**src/rtl/hdmi_mon_pkg.sv**
```systemverilog
// Shared types for the HDMI frame monitor.
package hdmi_mon_pkg;

    typedef enum logic [2:0] {
        Seek,
        Blank,
        Active,
        Hsync,
        Vsync
    } mon_state_t;

endpackage

```
**src/rtl/hdmi_frame_monitor_sat_counter.sv**
```systemverilog
// Saturating up-counter; clear and increment together restart the count at one.
module sat_counter #(
    parameter int unsigned Width = 16
) (
    input  logic             clk_i,
    input  logic             rst_i,
    input  logic             clr_i,
    input  logic             inc_i,
    output logic [Width-1:0] cnt_o
);

    localparam logic [Width-1:0] MaxVal = '1;

    logic [Width-1:0] base_c;
    logic [Width-1:0] cnt_d;

    always_comb begin
        base_c = clr_i ? '0 : cnt_o;
        cnt_d  = base_c;
        if (inc_i && (base_c != MaxVal)) begin
            cnt_d = base_c + Width'(1);
        end
    end

    always_ff @(posedge clk_i or posedge rst_i) begin
        if (rst_i) begin
            cnt_o <= '0;
        end else begin
            cnt_o <= cnt_d;
        end
    end

endmodule

```
**src/rtl/hdmi_frame_monitor.sv**
```systemverilog
// Measures HDMI frame geometry from the sync stream and reports per-frame
// deviations from the configured resolution with a one-cycle frame_done strobe.
module hdmi_frame_monitor
    import hdmi_mon_pkg::*;
#(
    parameter int unsigned XResolution = 640,
    parameter int unsigned YResolution = 480,
    parameter int unsigned HsyncWidth  = 10,
    parameter int unsigned CntWidth    = 16
) (
    input  logic                clk_i,
    input  logic                rst_i,
    input  logic                vsync_i,
    input  logic                hsync_i,
    input  logic                vde_i,
    output logic                frame_done_o,
    output logic                line_len_err_o,
    output logic                line_cnt_err_o,
    output logic                hsync_len_err_o,
    output logic                overlap_err_o,
    output logic [CntWidth-1:0] lines_o,
    output logic [CntWidth-1:0] frames_o,
    output logic [CntWidth-1:0] err_frames_o
);

    localparam logic [CntWidth-1:0] XRes   = CntWidth'(XResolution);
    localparam logic [CntWidth-1:0] YRes   = CntWidth'(YResolution);
    localparam logic [CntWidth-1:0] HsWdth = CntWidth'(HsyncWidth);

    mon_state_t state_q, state_d;

    logic vsync_q, hsync_q, vde_q, vsync_qq;
    logic [CntWidth-1:0] pix_cnt, hs_cnt, line_cnt;

    logic pix_clr, pix_inc, hs_clr, hs_inc, line_clr, line_inc;
    logic set_len, set_hs, set_ovl, frame_end_c, apply_blank;

    logic pend_len, pend_hs, pend_ovl;
    logic res_len, res_cnt, res_hs, res_ovl, eof_q;
    logic [CntWidth-1:0] res_lines;

    // Input sampling; vsync_qq is the previous vsync sample for edge detection.
    always_ff @(posedge clk_i or posedge rst_i) begin
        if (rst_i) begin
            vsync_q  <= 1'b0;
            hsync_q  <= 1'b0;
            vde_q    <= 1'b0;
            vsync_qq <= 1'b0;
        end else begin
            vsync_q  <= vsync_i;
            hsync_q  <= hsync_i;
            vde_q    <= vde_i;
            vsync_qq <= vsync_q;
        end
    end

    always_ff @(posedge clk_i or posedge rst_i) begin
        if (rst_i) begin
            state_q <= Seek;
        end else begin
            state_q <= state_d;
        end
    end

    // Next state and counter controls; line ends fall through to the Blank rules.
    always_comb begin
        state_d     = state_q;
        pix_clr     = 1'b0;
        pix_inc     = 1'b0;
        hs_clr      = 1'b0;
        hs_inc      = 1'b0;
        line_inc    = 1'b0;
        set_len     = 1'b0;
        set_hs      = 1'b0;
        frame_end_c = 1'b0;
        apply_blank = 1'b0;
        set_ovl     = (state_q != Seek) && vde_q && (hsync_q || vsync_q);

        case (state_q)
            Seek: begin
                if (vsync_qq && !vsync_q) begin
                    state_d = Blank;
                end
            end
            Blank: apply_blank = 1'b1;
            Active: begin
                if (vde_q) begin
                    pix_inc = 1'b1;
                end else begin
                    set_len     = (pix_cnt != XRes);
                    line_inc    = 1'b1;
                    apply_blank = 1'b1;
                end
            end
            Hsync: begin
                if (vsync_q) begin
                    state_d = Vsync;
                end else if (hsync_q) begin
                    hs_inc = 1'b1;
                end else begin
                    set_hs      = (hs_cnt != HsWdth);
                    apply_blank = 1'b1;
                end
            end
            Vsync: begin
                if (!vsync_q) begin
                    frame_end_c = 1'b1;
                    state_d     = Blank;
                end
            end
            default: state_d = Seek;
        endcase

        if (apply_blank) begin
            if (vsync_q) begin
                state_d = Vsync;
            end else if (hsync_q) begin
                state_d = Hsync;
                hs_clr  = 1'b1;
                hs_inc  = 1'b1;
            end else if (vde_q) begin
                state_d = Active;
                pix_clr = 1'b1;
                pix_inc = 1'b1;
            end else begin
                state_d = Blank;
            end
        end

        line_clr = frame_end_c;
    end

    sat_counter #(.Width(CntWidth)) u_pix_cnt (
        .clk_i (clk_i), .rst_i (rst_i), .clr_i (pix_clr), .inc_i (pix_inc), .cnt_o (pix_cnt)
    );

    sat_counter #(.Width(CntWidth)) u_hs_cnt (
        .clk_i (clk_i), .rst_i (rst_i), .clr_i (hs_clr), .inc_i (hs_inc), .cnt_o (hs_cnt)
    );

    sat_counter #(.Width(CntWidth)) u_line_cnt (
        .clk_i (clk_i), .rst_i (rst_i), .clr_i (line_clr), .inc_i (line_inc), .cnt_o (line_cnt)
    );

    // Frame end snapshots results (including this cycle's flags); they publish one edge later.
    always_ff @(posedge clk_i or posedge rst_i) begin
        if (rst_i) begin
            pend_len  <= 1'b0;
            pend_hs   <= 1'b0;
            pend_ovl  <= 1'b0;
            res_len   <= 1'b0;
            res_cnt   <= 1'b0;
            res_hs    <= 1'b0;
            res_ovl   <= 1'b0;
            res_lines <= '0;
            eof_q     <= 1'b0;
        end else begin
            eof_q <= frame_end_c;
            if (frame_end_c) begin
                res_len   <= pend_len | set_len;
                res_hs    <= pend_hs | set_hs;
                res_ovl   <= pend_ovl | set_ovl;
                res_cnt   <= (line_cnt != YRes);
                res_lines <= line_cnt;
                pend_len  <= 1'b0;
                pend_hs   <= 1'b0;
                pend_ovl  <= 1'b0;
            end else begin
                pend_len <= pend_len | set_len;
                pend_hs  <= pend_hs | set_hs;
                pend_ovl <= pend_ovl | set_ovl;
            end
        end
    end

    always_ff @(posedge clk_i or posedge rst_i) begin
        if (rst_i) begin
            frame_done_o    <= 1'b0;
            line_len_err_o  <= 1'b0;
            line_cnt_err_o  <= 1'b0;
            hsync_len_err_o <= 1'b0;
            overlap_err_o   <= 1'b0;
            lines_o         <= '0;
            frames_o        <= '0;
        end else begin
            frame_done_o <= eof_q;
            if (eof_q) begin
                line_len_err_o  <= res_len;
                line_cnt_err_o  <= res_cnt;
                hsync_len_err_o <= res_hs;
                overlap_err_o   <= res_ovl;
                lines_o         <= res_lines;
                frames_o        <= frames_o + CntWidth'(1);
            end
        end
    end

    sat_counter #(.Width(CntWidth)) u_err_frames (
        .clk_i (clk_i),
        .rst_i (rst_i),
        .clr_i (1'b0),
        .inc_i (eof_q && (res_len || res_cnt || res_hs || res_ovl)),
        .cnt_o (err_frames_o)
    );

endmodule

```
**config.mk**
```make
export PLATFORM = sky130hd
export DESIGN_NAME = hdmi_frame_monitor
export DESIGN_NICKNAME = d
export VERILOG_FILES = /design/src/rtl/hdmi_mon_pkg.sv /design/src/rtl/hdmi_frame_monitor_sat_counter.sv /design/src/rtl/hdmi_frame_monitor.sv
export SDC_FILE = /design/constraint.sdc
export NUM_CORES = 1
export LEC_CHECK = 0
export CAP_MARGIN = 15
export CORE_MARGIN = 3
export CORE_UTILIZATION = 24
export CTS_CLUSTER_SIZE = 25
export DETAILED_ROUTE_END_ITERATION = 8
export PLACE_DENSITY = 0.47
export SLEW_MARGIN = 15
export SYNTH_ARGS = -nofsm -noshare
export SYNTH_HDL_FRONTEND = slang
export SYNTH_SLANG_ARGS = --single-unit
```
**constraint.sdc**
```tcl
create_clock -name clk_i -period 10.8 [get_ports clk_i]
set_input_delay 2.7 -clock clk_i [delete_from_list [all_inputs] [get_ports clk_i]]
set_output_delay 2.7 -clock clk_i [all_outputs]
set_load 0.03 [all_outputs]
```
==> impl_metrics.ini, run 1 <==
[placement]
dp_hpwl_mm = 8.83
dp.cells = 942
placed_area_um2 = 6970
place_congestion = 0.811
pre_cts_ws_ns = 6.06
port_buffers = 57

[clock_network]
insertion_delay_ns = 0.42
numCtsBuffers = 17
cts_root_buf = clkbuf_16
cts_setup_buffers = 0
ctsHoldBuffers = 0
cts_tree = done
cts.sinks = 132
clk_pin_slew_ns = 0.05
cts.path.max_buffers = 2
cts_resized = 0
htreeDepth = 4

[timing]
skew_ns = 0.00825
worst_slew_pin_slew_ns = 1.07
hold_viol = 0
rsz0062_at_grt = no
period_share = 0.396
timing.fmax_mhz = 234
setup_ws_ns = 6.53
setup_tns_ns = 0
slew_headroom = 0.285
setup_violations = 0
finalCriticalPeriod_ns = 4.27
hold_ws_ns = 0.471
maxSlewViolCount = 0

[setup_path]
crit_start = frames_o[6]
arrival_ns = 1.57
cp_num_buf_inv = 1
regToRegSetupSlack_ns = 7.58
path_cells = clkdlybuf4s50_1
cp_top_family = buffers and inverters
cp_max_fo = 6
cpPeakStageDelay_ns = 0.72
worstSetupPathType = reg2out
crit_slowest_cell = clkdlybuf4s50_1
r2r_cells = 7
cp-start-kind = flop
crit_required_ns = 8.10
endpoint_kind = output port
r2r-end = u_line_cnt.cnt_o[1]
r2r-start = state_q[0]

[routing]
drc = 0
wl_per_cell_um = 13.4
dr.pass1.iters = 4
avgViaCountPerCell = 4.57
drt_iter0_drc = 296
ant_nets = 0
drt-total-wl_mm = 13.1
vias = 4455

[cells_and_area]
fin_area_um2 = 7580
final_util = 0.308
final_nets = 645
fill_cells = 2514
area_growth_pct = 25.0
multi_input_area_um2 = 2630
antenna_cells = 0
fin_cells = 974
drive_above_1_share = 0.103
seqCellArea_um2 = 3300

[power_and_ir_drop]
power.total_mw = 1.46
p_per_area_nw_per_um2 = 193
power_leakage_nw = 3.29
peakVddDrop_v = 0.0000911

[hold_path]
hold_path_end = res_lines[13]
hold_depth = 2
min_from = res_lines[13]
min_path_type = reg2reg

[floorplan]
rows = 57
die_area_um2 = 27200
initial_utilization = 0.247
ios = 58
die_w_um = 165
die_y_um = 165
core_area_um2 = 24600

[status]
status = completed

[global_route]
gr-total-overflow = 0
grt_max_degree = 80
grt_first_pass_wirelength_mm = 22.0
grt_pass1_vias = 4428
antenna_found_initial = 0
gr-usage-all-layers = 0.100

[synth]
synthFlopType = dfrtp_1
synth.net_count = 590
synth_most_common_cell = dfrtp_1
syn_avg_cell_area_um2 = 10.4
synth_top_area_cell = dfrtp_1
async_reset_ff_frac = 1.00
netlist_instances = 582
ys_seq_area_frac = 0.545
ys_ff_latch = 132
synthTopCellsByCount = dfrtp_1, nand2_1, nor2_1, xnor2_1, nand3_1
synth_area_leaders = dfrtp_1, nand2_1, xnor2_1, mux2_2, xor2_1
synth-edff-count = 0
yosys_warnings = 0
netlist_area_um2 = 6070
synth_top_area_share = 0.545
ys_types = 56

[run]
maxCapViolCount = 0
[where the power goes]
part,total [mW],switching (mW),internal [mW]
registers,0.619,0.0683,0.551
logic,0.245,0.141,0.104
clock network,0.597,0.210,0.387
total,1.46,0.419,1.04
[how the worst max path moves through the flow]
| stage | slack [ns] | cells past startpoint | endpoint |
|---|---|---|---|
| after floorplan | 4.57 | 1 | eof_q |
| after global placement | 6.12 | 3 | frames_o[11] |
| after detailed placement | 6.06 | 3 | frames_o[13] |
| after CTS | 6.50 | 1 | frames_o[0] |
| after global routing | 6.29 | 3 | lines_o[10] |
| final | 6.53 | 1 | frames_o[6] |
[cell type report]
cell class                 instances  share of cell area
inverter                           6             0.00330
sequential                       132               0.436
clock buffer                      24              0.0649
clock inverter                     8              0.0162
timing repair buffer              61              0.0792
multi-input combinational        419               0.347
tap                              324              0.0535
[flip-flops by register name, summed over array words and instances, names as in the netlist, 3 cells and up]
name	flops
frames_o	16
lines_o	16
res_lines	16
state_q	3
u_err_frames.cnt_o	16
u_hs_cnt.cnt_o	16
u_line_cnt.cnt_o	16
u_pix_cnt.cnt_o	16
[metal layers]
metal,up-vias,share of wire,global-route usage
li1,2189,-,-
met1,2172,0.51,0.139
met2,83,0.44,0.149
met3,11,0.047,0.0344
met4,0,0.0086,0.0278
met5,-,0,0
[layout by cell type, fill, tap and decap left out, types with 4 or more instances in the layout]
master           instances
a211oi_1                 5
a21oi_1                  9
a31oi_1                  5
and3_1                  14
and4_1                   7
buf_4                    4
clkbuf_16               17
clkbuf_8                 4
clkdlybuf4s50_1         57
dfrtp_1                132
inv_1                    5
mux2_2                  24
mux2i_1                  6
nand2_1                 88
nand3_1                 30
nand4_1                 28
nor2_1                  54
nor3_1                  14
nor4_1                  10
o21ai_0                 11
xnor2_1                 31
xor2_1                  27
[cells by family (layout without fill, tap and decap cells)]
group	count (synthesis)	in the layout	synth area share
XOR/XNOR	58	58	0.0837
AND/OR/NAND/NOR	273	273	0.226
buffers and inverters	31	99	0.0212
adder cells (fa/ha/maj)	3	3	0.00619
multiplexers	30	30	0.0545
AO/OA/AOI/OAI	55	55	0.0637
flip-flops	132	132	0.545
Power figures use the tool's default switching activity.
==> inputs of run 2 (changes only) <==
- clock period: 10.8 -> 4.4 ns (I/O delays scaled with it)
==> run 2 against run 1 <==
Effect of this change:
- via count up 0.83%
- flip-flop and latch count unchanged
- first-iteration DRC count up 22%
- utilization up 0.091 points
- routed wire length up 0.93%
- largest cell class unchanged
- largest power group unchanged
- highest routed layer unchanged
==> impl_metrics.ini, run 2 (synthesis gave the netlist of run 1 again) <==
[timing]
setup_ws_ns = 1.29
maxSlewViolCount = 0
period_share = 0.707
worst_slew_pin_slew_ns = 0.991
slew_headroom = 0.335
setup_violations = 0
timing.fmax_mhz = 322
rsz0062_at_grt = no
setup_tns_ns = 0
hold_viol = 0
finalCriticalPeriod_ns = 3.11
skew_ns = 0.0104

[placement]
dp_hpwl_mm = 8.99
place_congestion = 0.824
pre_cts_ws_ns = 1.29
port_buffers = 57
placed_area_um2 = 7000
dp.cells = 943

[clock_network]
htreeDepth = 4
cts.sinks = 132
clk_pin_slew_ns = 0.06
numCtsBuffers = 17
cts_resized = 0
insertion_delay_ns = 0.41
cts_root_buf = clkbuf_16
cts_setup_buffers = 0
cts.path.max_buffers = 2
cts_tree = done
ctsHoldBuffers = 0

[cells_and_area]
drive_above_1_share = 0.109
layout_common_cells = dfrtp_1, nand2_1, clkdlybuf4s50_1
final_common_cell = dfrtp_1
final_nets = 647
area_growth_pct = 25.4
fin_area_um2 = 7600
antenna_cells = 0
fin_cells = 975

[power_and_ir_drop]
p_per_area_nw_per_um2 = 464
power_leakage_nw = 3.30
peakVddDrop_v = 0.000224

[hold_path]
min_path_type = reg2reg
hold_depth = 2
hold_path_end = res_lines[1]
min_from = res_lines[1]

[routing]
drt-total-wl_mm = 13.2
wl_per_cell_um = 13.5
met3_length_um = 741
ant_nets = 0
drt_iter0_drc = 362
wl_met1_mm = 6.52
highest_layer = met4
dr.pass1.iters = 5
avgViaCountPerCell = 4.61
dr_wl_met2_mm = 5.81
drc = 0
vias = 4492

[setup_path]
endpoint_kind = flop
r2r-end = u_line_cnt.cnt_o[1]
r2r-start = state_q[0]
cp_max_fo = 38
worstSetupPathType = reg2reg
regToRegSetupSlack_ns = 1.29
arrival_ns = 3.40
crit_required_ns = 4.69
cp-start-kind = flop
r2r_cells = 7

[global_route]
gr-total-overflow = 0
gr-usage-all-layers = 0.102
grt_first_pass_wirelength_mm = 22.3
antenna_found_initial = 0
grt_max_degree = 53
grt_pass1_vias = 4438

[floorplan]
rows = 57
die_area_um2 = 27200
initial_utilization = 0.247
die_y_um = 165
core_area_um2 = 24600
ios = 58
die_w_um = 165

[status]
status = completed

[run]
maxCapViolCount = 0
run 2: changes by cell type in the layout (fill, tap and decap cells not counted), moves of 2 or more:
cell	delta
buf_12	+3
clkinv_4	+2
clkinv_2	+2
clkbuf_1	-3
inv_6	+2
clkbuf_8	-2
run 2: worst max-delay path by stage:
stage	startpoint	to	slack [ns]
CTS	state_q[0]	u_line_cnt.cnt_o[3]	1.27
global placement	state_q[0]	u_line_cnt.cnt_o[1]	1.40
global route	state_q[0]	u_line_cnt.cnt_o[3]	0.93
finish	state_q[0]	u_line_cnt.cnt_o[1]	1.29
floorplan	rst_i	eof_q	1.66
detailed placement	state_q[0]	u_line_cnt.cnt_o[1]	1.29
run 2: critical path, cell delays in order (launching register included):
cell and delay, ns:
dfrtp_1 0.51, nor2_1 0.18, nand3b_2 0.46, inv_1 0.15, buf_4 0.29, nor4_2 0.75, a21oi_1 0.29, mux2_2 0.34
run 2: routing by layer:
layer | global-route usage | vias up
met5 | 0 | -
met4 | 0.0416 | 0
met3 | 0.0311 | 11
met2 | 0.156 | 114
met1 | 0.135 | 2177
li1 | - | 2190
run 2: cell type report:
class / count / area, µm²
Sequential cell: 132 / 3300
Timing Repair Buffer: 63 / 653
Inverter: 6 / 26.3
Tap cell: 324 / 405
Fill cell: 2474 / 17000
Clock buffer: 19 / 453
Clock inverter: 12 / 130
Multi-Input combinational cell: 419 / 2630
run 2: where the power goes:
part	switching, mW	internal (mW)
Clock	0.538	0.861
Sequential	0.169	1.35
Combinational	0.348	0.261
Total	1.05	2.47
run 2: metrics by stage:
stage / hold slack, ns / power, mW / util
finish: 0.471 / 3.53 / 0.309
CTS: 0.478 / 3.58 / 0.308
detailed placement: 0.463 / 2.16 / 0.285
global placement: 0.463 / 2.13 / 0.285
floorplan: 0.352 / 1.93 / -
global route: 0.506 / 3.73 / 0.309
